--- config.mk ---
export PLATFORM = sky130hd
export DESIGN_NAME = csu_sequencer_flat
export DESIGN_NICKNAME = d
export VERILOG_FILES = /design/src/rtl/csu_sequencer_if.sv /design/src/rtl/csu_sequencer.sv /design/src/flat_wrapper.sv
export SDC_FILE = /design/constraint.sdc
export NUM_CORES = 1
export LEC_CHECK = 0
export ABC_CLOCK_PERIOD_IN_PS = 3500
export BUFFER_PORTS_ARGS = -buffer_cell sky130_fd_sc_hd__buf_2
export CORE_ASPECT_RATIO = 0.7
export CORE_MARGIN = 2
export CORE_UTILIZATION = 25
export CTS_CLUSTER_SIZE = 20
export DETAILED_ROUTE_END_ITERATION = 12
export PLACE_DENSITY = 0.44
export SYNTH_ARGS = -nofsm -noshare
export SYNTH_HDL_FRONTEND = slang
export SYNTH_SLANG_ARGS = --single-unit
--- constraint.sdc ---
create_clock -name clk -period 3.5 [get_ports clk]
set_input_delay 0.35 -clock clk [delete_from_list [all_inputs] [get_ports clk]]
set_output_delay 0.35 -clock clk [all_outputs]
set_load 0.1 [all_outputs]
--- src/rtl/csu_sequencer_if.sv ---
// Code handshake between the DAC code source and the CSU sequencer.
//   code_valid  source -> sequencer  new code offered this cycle
//   code        source -> sequencer  11-bit requested code (therm = [10:6], bin = [5:0])
//   red_sel     source -> sequencer  steer the binary LSB onto the redundant cell
//   code_ready  sequencer -> source  sequencer can take a new code this cycle
// The sequencer side uses the slave modport; whoever drives codes uses master.
interface csu_sequencer_if;
  logic        code_valid;
  logic [10:0] code;
  logic        red_sel;
  logic        code_ready;

  modport master (
    output code_valid,
    output code,
    output red_sel,
    input  code_ready
  );

  modport slave (
    input  code_valid,
    input  code,
    input  red_sel,
    output code_ready
  );
endinterface

--- src/rtl/csu_sequencer.sv ---
// Sequencer for the current-source-unit array (17 thermometer cells,
// 6 binary cells, 1 redundant LSB cell). Handles power-up settling,
// glitch-safe code updates (thermometer cells move one unit at a time),
// testbus scans, ramped power-down and supply faults.
//
// Ports
//   clk, rst      block clock, synchronous active-high reset
//   en            1 = array requested on, 0 = power down
//   supply_ok     supply/iref monitor, 0 = out of range
//   code_if       code handshake (valid/code/red_sel in, ready out)
//   atb_scan_req  single-cycle testbus scan request
//   pdb           power-down-bar to the array
//   atb_ena       testbus select
//   therm_en      thermometer cell enables, filled from bit 0 upward
//   bin_en        binary cell enables, bit 5 = MSB cell
//   bin_red_en    redundant LSB cell enable
//   settled       ACTIVE and thermometer count at its target
//   sat           last accepted code was above 1151 and was clipped
//   fault         sequencer is in FAULT
//
// Every output is a flop; each is loaded from the next-state values so the
// outputs always describe the state the block is in during that cycle.
module csu_sequencer #(
  parameter int PWRUP_CYCLES = 64,
  parameter int RAMP_CYCLES  = 4,
  parameter int ATB_DWELL    = 16
) (
  input  logic                  clk,
  input  logic                  rst,
  input  logic                  en,
  input  logic                  supply_ok,
  csu_sequencer_if.slave        code_if,
  input  logic                  atb_scan_req,
  output logic                  pdb,
  output logic [1:0]            atb_ena,
  output logic [16:0]           therm_en,
  output logic [5:0]            bin_en,
  output logic                  bin_red_en,
  output logic                  settled,
  output logic                  sat,
  output logic                  fault
);

  localparam logic [2:0] S_OFF    = 3'd0;
  localparam logic [2:0] S_PWRUP  = 3'd1;
  localparam logic [2:0] S_ACTIVE = 3'd2;
  localparam logic [2:0] S_SCAN   = 3'd3;
  localparam logic [2:0] S_PWRDN  = 3'd4;
  localparam logic [2:0] S_FAULT  = 3'd5;

  localparam logic [4:0] THERM_MAX = 5'd17;

  // One cycle counter serves both the power-up wait and the scan dwell.
  localparam int CYC_MAX = (PWRUP_CYCLES > ATB_DWELL) ? PWRUP_CYCLES : ATB_DWELL;
  localparam int CW      = (CYC_MAX > 1) ? $clog2(CYC_MAX) : 1;
  localparam int RW      = (RAMP_CYCLES > 1) ? $clog2(RAMP_CYCLES) : 1;

  localparam logic [CW-1:0] PWRUP_LAST = CW'(PWRUP_CYCLES - 1);
  localparam logic [CW-1:0] DWELL_LAST = CW'(ATB_DWELL - 1);
  localparam logic [RW-1:0] RAMP_LAST  = RW'(RAMP_CYCLES - 1);

  logic [2:0]    state,     state_n;
  logic [CW-1:0] cyc_cnt,   cyc_n;
  logic [RW-1:0] ramp_cnt,  ramp_n;
  logic [4:0]    therm_cnt, therm_n;
  logic [4:0]    target,    target_n;
  logic [1:0]    atb_n;
  logic [5:0]    bin_n;
  logic          red_n;
  logic          sat_n;
  logic          fault_n;
  logic          settled_n;
  logic [16:0]   therm_dec;

  logic          do_ramp;
  logic          ramp_restart;
  logic          pwrdn_entry;
  logic [RW-1:0] ramp_base;

  logic [4:0]    req_therm;
  logic          req_over;
  logic [5:0]    req_bin;

  // Codes above 1151 have a thermometer field of 18 or more; those clip to
  // full scale on both the thermometer and the binary half.
  assign req_therm = code_if.code[10:6];
  assign req_over  = (req_therm > THERM_MAX);
  assign req_bin   = req_over ? 6'h3F : code_if.code[5:0];

  // In ACTIVE, ready and settled are the same condition; elsewhere both are 0.
  assign code_if.code_ready = settled;

  always_comb begin
    state_n      = state;
    cyc_n        = cyc_cnt;
    ramp_n       = ramp_cnt;
    therm_n      = therm_cnt;
    target_n     = target;
    atb_n        = atb_ena;
    bin_n        = bin_en;
    red_n        = bin_red_en;
    sat_n        = sat;
    fault_n      = fault;
    do_ramp      = 1'b0;
    ramp_restart = 1'b0;
    pwrdn_entry  = 1'b0;
    ramp_base    = ramp_cnt;

    case (state)
      S_OFF: begin
        if (en && supply_ok) begin
          state_n = S_PWRUP;
          cyc_n   = '0;
        end
      end

      S_PWRUP: begin
        if (!supply_ok) begin
          state_n = S_FAULT;
        end else if (!en) begin
          state_n = S_OFF;
        end else if (cyc_cnt == PWRUP_LAST) begin
          state_n = S_ACTIVE;
          cyc_n   = '0;
        end else begin
          cyc_n = cyc_cnt + 1'b1;
        end
      end

      S_ACTIVE: begin
        if (!supply_ok) begin
          state_n = S_FAULT;
        end else if (!en) begin
          pwrdn_entry = 1'b1;
        end else begin
          do_ramp = 1'b1;
          // An accept wins over a scan request in the same cycle; the
          // request is simply dropped.
          if (code_if.code_valid && settled) begin
            ramp_restart = 1'b1;
            target_n     = req_over ? THERM_MAX : req_therm;
            sat_n        = req_over;
            if (code_if.red_sel) begin
              bin_n = {req_bin[5:1], 1'b0};
              red_n = req_bin[0];
            end else begin
              bin_n = req_bin;
              red_n = 1'b0;
            end
          end else if (atb_scan_req && settled) begin
            state_n = S_SCAN;
            atb_n   = 2'b01;
            cyc_n   = '0;
            do_ramp = 1'b0;
          end
        end
      end

      S_SCAN: begin
        if (!supply_ok) begin
          state_n = S_FAULT;
        end else if (!en) begin
          pwrdn_entry = 1'b1;
        end else if (cyc_cnt == DWELL_LAST) begin
          cyc_n = '0;
          if (atb_ena == 2'b11) begin
            atb_n   = 2'b00;
            state_n = S_ACTIVE;
          end else begin
            atb_n = atb_ena + 2'b01;
          end
        end else begin
          cyc_n = cyc_cnt + 1'b1;
        end
      end

      S_PWRDN: begin
        // OFF is taken only once the count already sits at zero, so pdb
        // falls one cycle after the last thermometer cell switches off.
        if (!supply_ok) begin
          state_n = S_FAULT;
        end else if (therm_cnt == 5'd0) begin
          state_n = S_OFF;
        end else begin
          do_ramp = 1'b1;
        end
      end

      S_FAULT: begin
        if (!en) begin
          state_n = S_OFF;
          fault_n = 1'b0;
        end
      end

      default: begin
        state_n = S_OFF;
      end
    endcase

    // Power-down retargets to zero and restarts the ramp timer, abandoning
    // any ramp that was in flight.
    if (pwrdn_entry) begin
      state_n      = S_PWRDN;
      target_n     = 5'd0;
      atb_n        = 2'b00;
      bin_n        = 6'd0;
      red_n        = 1'b0;
      do_ramp      = 1'b1;
      ramp_restart = 1'b1;
    end

    // The ramp timer counts the cycles since the last step (or since the
    // accept / power-down entry, which counts as cycle one), and a step is
    // taken on the edge that closes the RAMP_CYCLES-th cycle.
    if (do_ramp) begin
      ramp_base = ramp_restart ? '0 : ramp_cnt;
      if (therm_cnt == target_n) begin
        ramp_n = '0;
      end else if (ramp_base == RAMP_LAST) begin
        ramp_n  = '0;
        therm_n = (therm_cnt < target_n) ? therm_cnt + 5'd1 : therm_cnt - 5'd1;
      end else begin
        ramp_n = ramp_base + 1'b1;
      end
    end

    // Fault entry: drop the whole array at once, no ramp.
    if ((state_n == S_FAULT) && (state != S_FAULT)) begin
      therm_n  = 5'd0;
      target_n = 5'd0;
      ramp_n   = '0;
      atb_n    = 2'b00;
      bin_n    = 6'd0;
      red_n    = 1'b0;
      sat_n    = 1'b0;
      fault_n  = 1'b1;
    end
  end

  always_comb begin
    for (int i = 0; i < 17; i++) begin
      therm_dec[i] = (therm_n > 5'(i));
    end
  end

  assign settled_n = (state_n == S_ACTIVE) && (therm_n == target_n);

  always_ff @(posedge clk) begin
    if (rst) begin
      state      <= S_OFF;
      cyc_cnt    <= '0;
      ramp_cnt   <= '0;
      therm_cnt  <= 5'd0;
      target     <= 5'd0;
      pdb        <= 1'b0;
      atb_ena    <= 2'b00;
      therm_en   <= 17'd0;
      bin_en     <= 6'd0;
      bin_red_en <= 1'b0;
      settled    <= 1'b0;
      sat        <= 1'b0;
      fault      <= 1'b0;
    end else begin
      state      <= state_n;
      cyc_cnt    <= cyc_n;
      ramp_cnt   <= ramp_n;
      therm_cnt  <= therm_n;
      target     <= target_n;
      pdb        <= (state_n != S_OFF) && (state_n != S_FAULT);
      atb_ena    <= atb_n;
      therm_en   <= therm_dec;
      bin_en     <= bin_n;
      bin_red_en <= red_n;
      settled    <= settled_n;
      sat        <= sat_n;
      fault      <= fault_n;
    end
  end

endmodule

--- src/flat_wrapper.sv ---
// flat-port wrapper written by rule: the top's interface ports become plain ports
module csu_sequencer_flat 
#(
  parameter int PWRUP_CYCLES = 64,
  parameter int RAMP_CYCLES  = 4,
  parameter int ATB_DWELL    = 16
)
  (clk, rst, en, supply_ok, atb_scan_req, pdb, atb_ena, therm_en, bin_en, bin_red_en, settled, sat, fault, code_if_code_valid, code_if_code, code_if_red_sel, code_if_code_ready);
  csu_sequencer_if code_if_i ();
  input  logic clk;
  input  logic rst;
  input  logic en;
  input  logic supply_ok;
  input  logic atb_scan_req;
  output logic pdb;
  output logic [1:0] atb_ena;
  output logic [16:0] therm_en;
  output logic [5:0] bin_en;
  output logic bin_red_en;
  output logic settled;
  output logic sat;
  output logic fault;
  input wire logic [$bits(code_if_i.code_valid)-1:0] code_if_code_valid;
  input wire logic [$bits(code_if_i.code)-1:0] code_if_code;
  input wire logic [$bits(code_if_i.red_sel)-1:0] code_if_red_sel;
  output wire logic [$bits(code_if_i.code_ready)-1:0] code_if_code_ready;
  assign code_if_i.code_valid = code_if_code_valid;
  assign code_if_i.code = code_if_code;
  assign code_if_i.red_sel = code_if_red_sel;
  assign code_if_code_ready = code_if_i.code_ready;
  csu_sequencer #(.PWRUP_CYCLES(PWRUP_CYCLES), .RAMP_CYCLES(RAMP_CYCLES), .ATB_DWELL(ATB_DWELL)) u_core (.clk(clk), .rst(rst), .en(en), .supply_ok(supply_ok), .code_if(code_if_i), .atb_scan_req(atb_scan_req), .pdb(pdb), .atb_ena(atb_ena), .therm_en(therm_en), .bin_en(bin_en), .bin_red_en(bin_red_en), .settled(settled), .sat(sat), .fault(fault));
endmodule
==> metrics <==
Hold Crit Start code_if_code[5]; Peak VDD IR between 0.15 and 0.2 mV; Area Growth Syn to Fin 44.9%; # Max-Cap Violations 0; placed cell count ~530; layout cell share with drive strength beyond 1 40.1%; final setup fails 0; Skew-Pair Late Insertion Delay 0.30 ns; skew final 0.00922 ns; Post-DP HPWL 5350 µm; CP peak stage delay ~0.32 ns; drt via density approximately 4.6; sequential area share after synthesis 38.5%; Worst EP arrival about 3.6 ns; Hold Vio Cnt, Final 0; synthesized net count between 300 and 400; Yosys warnings 0; clock-pin slew on the worst setup and hold paths roughly 0.070 ns; Power Density around 330 nW/µm²; Layout Cells excl Fill ~550; WS Path Type reg2reg; chip height 90.1 µm; Starting Density around 26%; Worst Path Required between 3 and 4 ns; crit-path max FO 4; outcome completed; cts bufs inserted 5; I/O Buffers 48; H-tree Lvls 2; fmax between 200 and 300 MHz; area leader, netlist dfxtp_1; predominant post-synthesis flop cell dfxtp_1; grt ovf 0; CTS tree built; Syn Inst Count ~320; wire per inst ~13 µm; global-route wire length before repair ~12000 µm; total wire length about 7300 µm; Std-Cell Rows 31; Total GRT Usage about 13%; Worst-Margin Slew between 0.6 and 0.7 ns; Pleak 1.59 nW; die area around 11000 µm²; worst reg-to-reg setup slack 0.04 ns; hold buffer count at CTS 0; Tmin final 3.46 ns; Top cell by count, worst path buf_6; Unique masters post-synth 60; Post-synth EDFFs 0; pin count of the biggest net entering global routing 30; syn_area_per_cell around 8.3 µm²; Mapped Area approximately 2700 µm²; period utilization between 90% and 100%; Reg2Reg Depth 18; crit path launch type flip-flop; FF-to-FF Start u_core.state[0]$_SDFF_PP0_; ys async rst share 0%; Worst Setup End Kind flip-flop; Hold EP u_core.bin_en[5]$_SDFFE_PP0P_; Power Total about 1.3 mW; clock tree buffer depth 2; Final Max Slew Viols 0; Slew HR around three fifths; CTS sink cnt between 50 and 60; Remaining DRCs 0; RePlAce Congestion 0.812; # IOs 49; top-area cell type share of the netlist area approximately two fifths; top post-synthesis cells by area dfxtp_1 39%, nor2_1 6.4%, a21oi_1 6.0%; DRT iter0 DRCs roughly 150; CP Cell Sequence nand4b_1, buf_6, or2_4, buf_6, a31oi_4, ha_4, and3_4, o21ai_4, nand2_2, buf_4, ha_1, a21o_1, a21oi_2, xnor2_2, mux2_4, nor2_4, and2_4, a21oi_1; RSZ-0062 raised after global routing true; R2R Path End u_core.therm_en[1]$_SDFF_PP0_; # diodes 0; setup tns final 0 ns; Slowest-stage cell, CP dfxtp_2; worst min path class in2reg; initial antenna violation count 0; Root Buffer clkbuf_16; DIE WIDTH around 130 µm; First-pass DRT Iterations 4; Yosys reg bits 51; post-route ant nets 0; Hold Path Stages 3; vias about 2500; Net count, final around 450; number of global-route vias before repair between 2000 and 2500; core box area roughly 10000 µm²
-- worst max-delay path: cells and delay by family (launching register included) --
family	cells	cell delay [ns]
AO/OA/AOI/OAI	5	0.72
adder cells (fa/ha/maj)	2	0.51
buffers and inverters	3	0.42
XOR/XNOR	1	0.09
AND/OR/NAND/NOR	6	0.96
flip-flops	1	0.32
multiplexers	1	0.30
-- metrics by stage --
stage	hold slack, ns	utilization, %	area [µm²]	setup slack, ns
6_report	0.286	37.2	3840	0.0420
5_1_grt	0.295	37.2	3840	-0.151
4_1_cts	0.283	35.6	3680	0.00410
3_5_place_dp	0.448	32.6	3360	-0.316
3_3_place_gp	0.435	32.6	3360	-0.245
2_1_floorplan	0.422	-	2720	-0.0596
-- layout make-up --
cell class,instances,area (µm²)
clock buffers,5,125
fillers,1051,6480
inverters,12,45.0
well taps,132,165
clock inverters,3,47.5
flip-flops and latches,51,1030
repair buffers,108,717
multi-input cells,237,1710
-- cells by family after synthesis --
kind of cell	share of synthesized area (%)
AOI/OAI and AO/OA	21.2
xor gates and xnor gates	3.92
adders and majority gates	5.95
buffers and inverters	4.86
DFF	38.5
muxes	1.61
and+or+nand+nor	23.9
-- placed cells by master, fill, tap and decap left out, types with 3 or more instances in the layout --
| master | count |
|---|---|
| buf_4 | 53 |
| buf_2 | 48 |
| dfxtp_1 | 48 |
| nor2_1 | 40 |
| a21oi_1 | 26 |
| nand2_1 | 25 |
| o21ai_0 | 12 |
| inv_1 | 11 |
| nand3_1 | 9 |
| buf_6 | 7 |
| nand3b_1 | 6 |
| a21o_1 | 6 |
| a21oi_2 | 6 |
| and3_1 | 5 |
| o22ai_1 | 5 |
| ha_4 | 5 |
| ha_1 | 5 |
| clkbuf_16 | 5 |
| nand2b_1 | 4 |
| nor3_1 | 4 |
| xnor2_1 | 4 |
| xor2_1 | 3 |
| xnor2_2 | 3 |
| nor2_2 | 3 |
| o21ai_1 | 3 |
-- registers in the layout (all words and copies together) (netlist names) --
signal / count
u_core.therm_en: 17
u_core.bin_en: 6
u_core.cyc_cnt: 6
u_core.target: 5
u_core.therm_cnt: 5
u_core.state: 3
u_core.atb_ena: 2
u_core.ramp_cnt: 2
u_core.bin_red_en: 1
u_core.code_if.code_ready: 1
u_core.fault: 1
u_core.pdb: 1
u_core.sat: 1
-- Yosys cell counts, types with 3 or more instances --
library cell / number
dfxtp_1: 51
or3_1: 3
nor2b_1: 3
inv_1: 12
xor2_1: 4
nand2b_1: 5
clkbuf_1: 12
nand2_1: 26
and2_1: 3
and3_1: 6
o21ai_1: 3
buf_2: 4
o21ai_0: 13
nor3_1: 4
nand3_1: 9
o22ai_1: 5
a21oi_1: 32
nand3b_1: 6
a21o_1: 6
nor2_1: 45
a311oi_1: 3
ha_1: 11
xnor2_1: 6
-- report_power, final --
group,switching [mW],internal (mW)
Combinational,0.0662,0.0347
Sequential,0.00199,0.583
Clock,0.230,0.341
Total,0.298,0.959
-- how the worst max path moves through the flow --
stage	slack (ns)	endpoint	start	depth (start not counted)
floorplan	-0.06	u_core.therm_en[8]$_SDFF_PP0_	u_core.code_if.code_ready$_SDFF_PP0_	17
finish	0.04	u_core.therm_en[1]$_SDFF_PP0_	u_core.state[0]$_SDFF_PP0_	18
global route	-0.15	u_core.therm_en[5]$_SDFF_PP0_	u_core.state[2]$_SDFF_PP0_	20
detailed placement	-0.32	u_core.therm_en[8]$_SDFF_PP0_	en	20
CTS	0.004	u_core.therm_en[8]$_SDFF_PP0_	u_core.state[0]$_SDFF_PP0_	20
global placement	-0.25	u_core.therm_en[8]$_SDFF_PP0_	en	20
-- metal layers --
| metal | track usage [%] | routed length [µm] | up-vias | part of all wire (%) |
|---|---|---|---|---|
| met3 | 2.86 | 330 | 7 | 4.5 |
| met1 | 19.9 | 3990 | 1142 | 55 |
| met5 | 0 | 0 | - | 0 |
| met2 | 18.0 | 2920 | 48 | 40 |
| met4 | 3.57 | 80 | 0 | 1.1 |
| li1 | - | - | 1312 | - |
-- timing repair --
item,4_1_cts,5_1_grt
gates resized for setup,15,21
buffers inserted,10,5
endpoints found under the setup margin,17,19
pin swaps,15,14
endpoints found under the hold margin,0,0
Power figures use the tool's default switching activity.
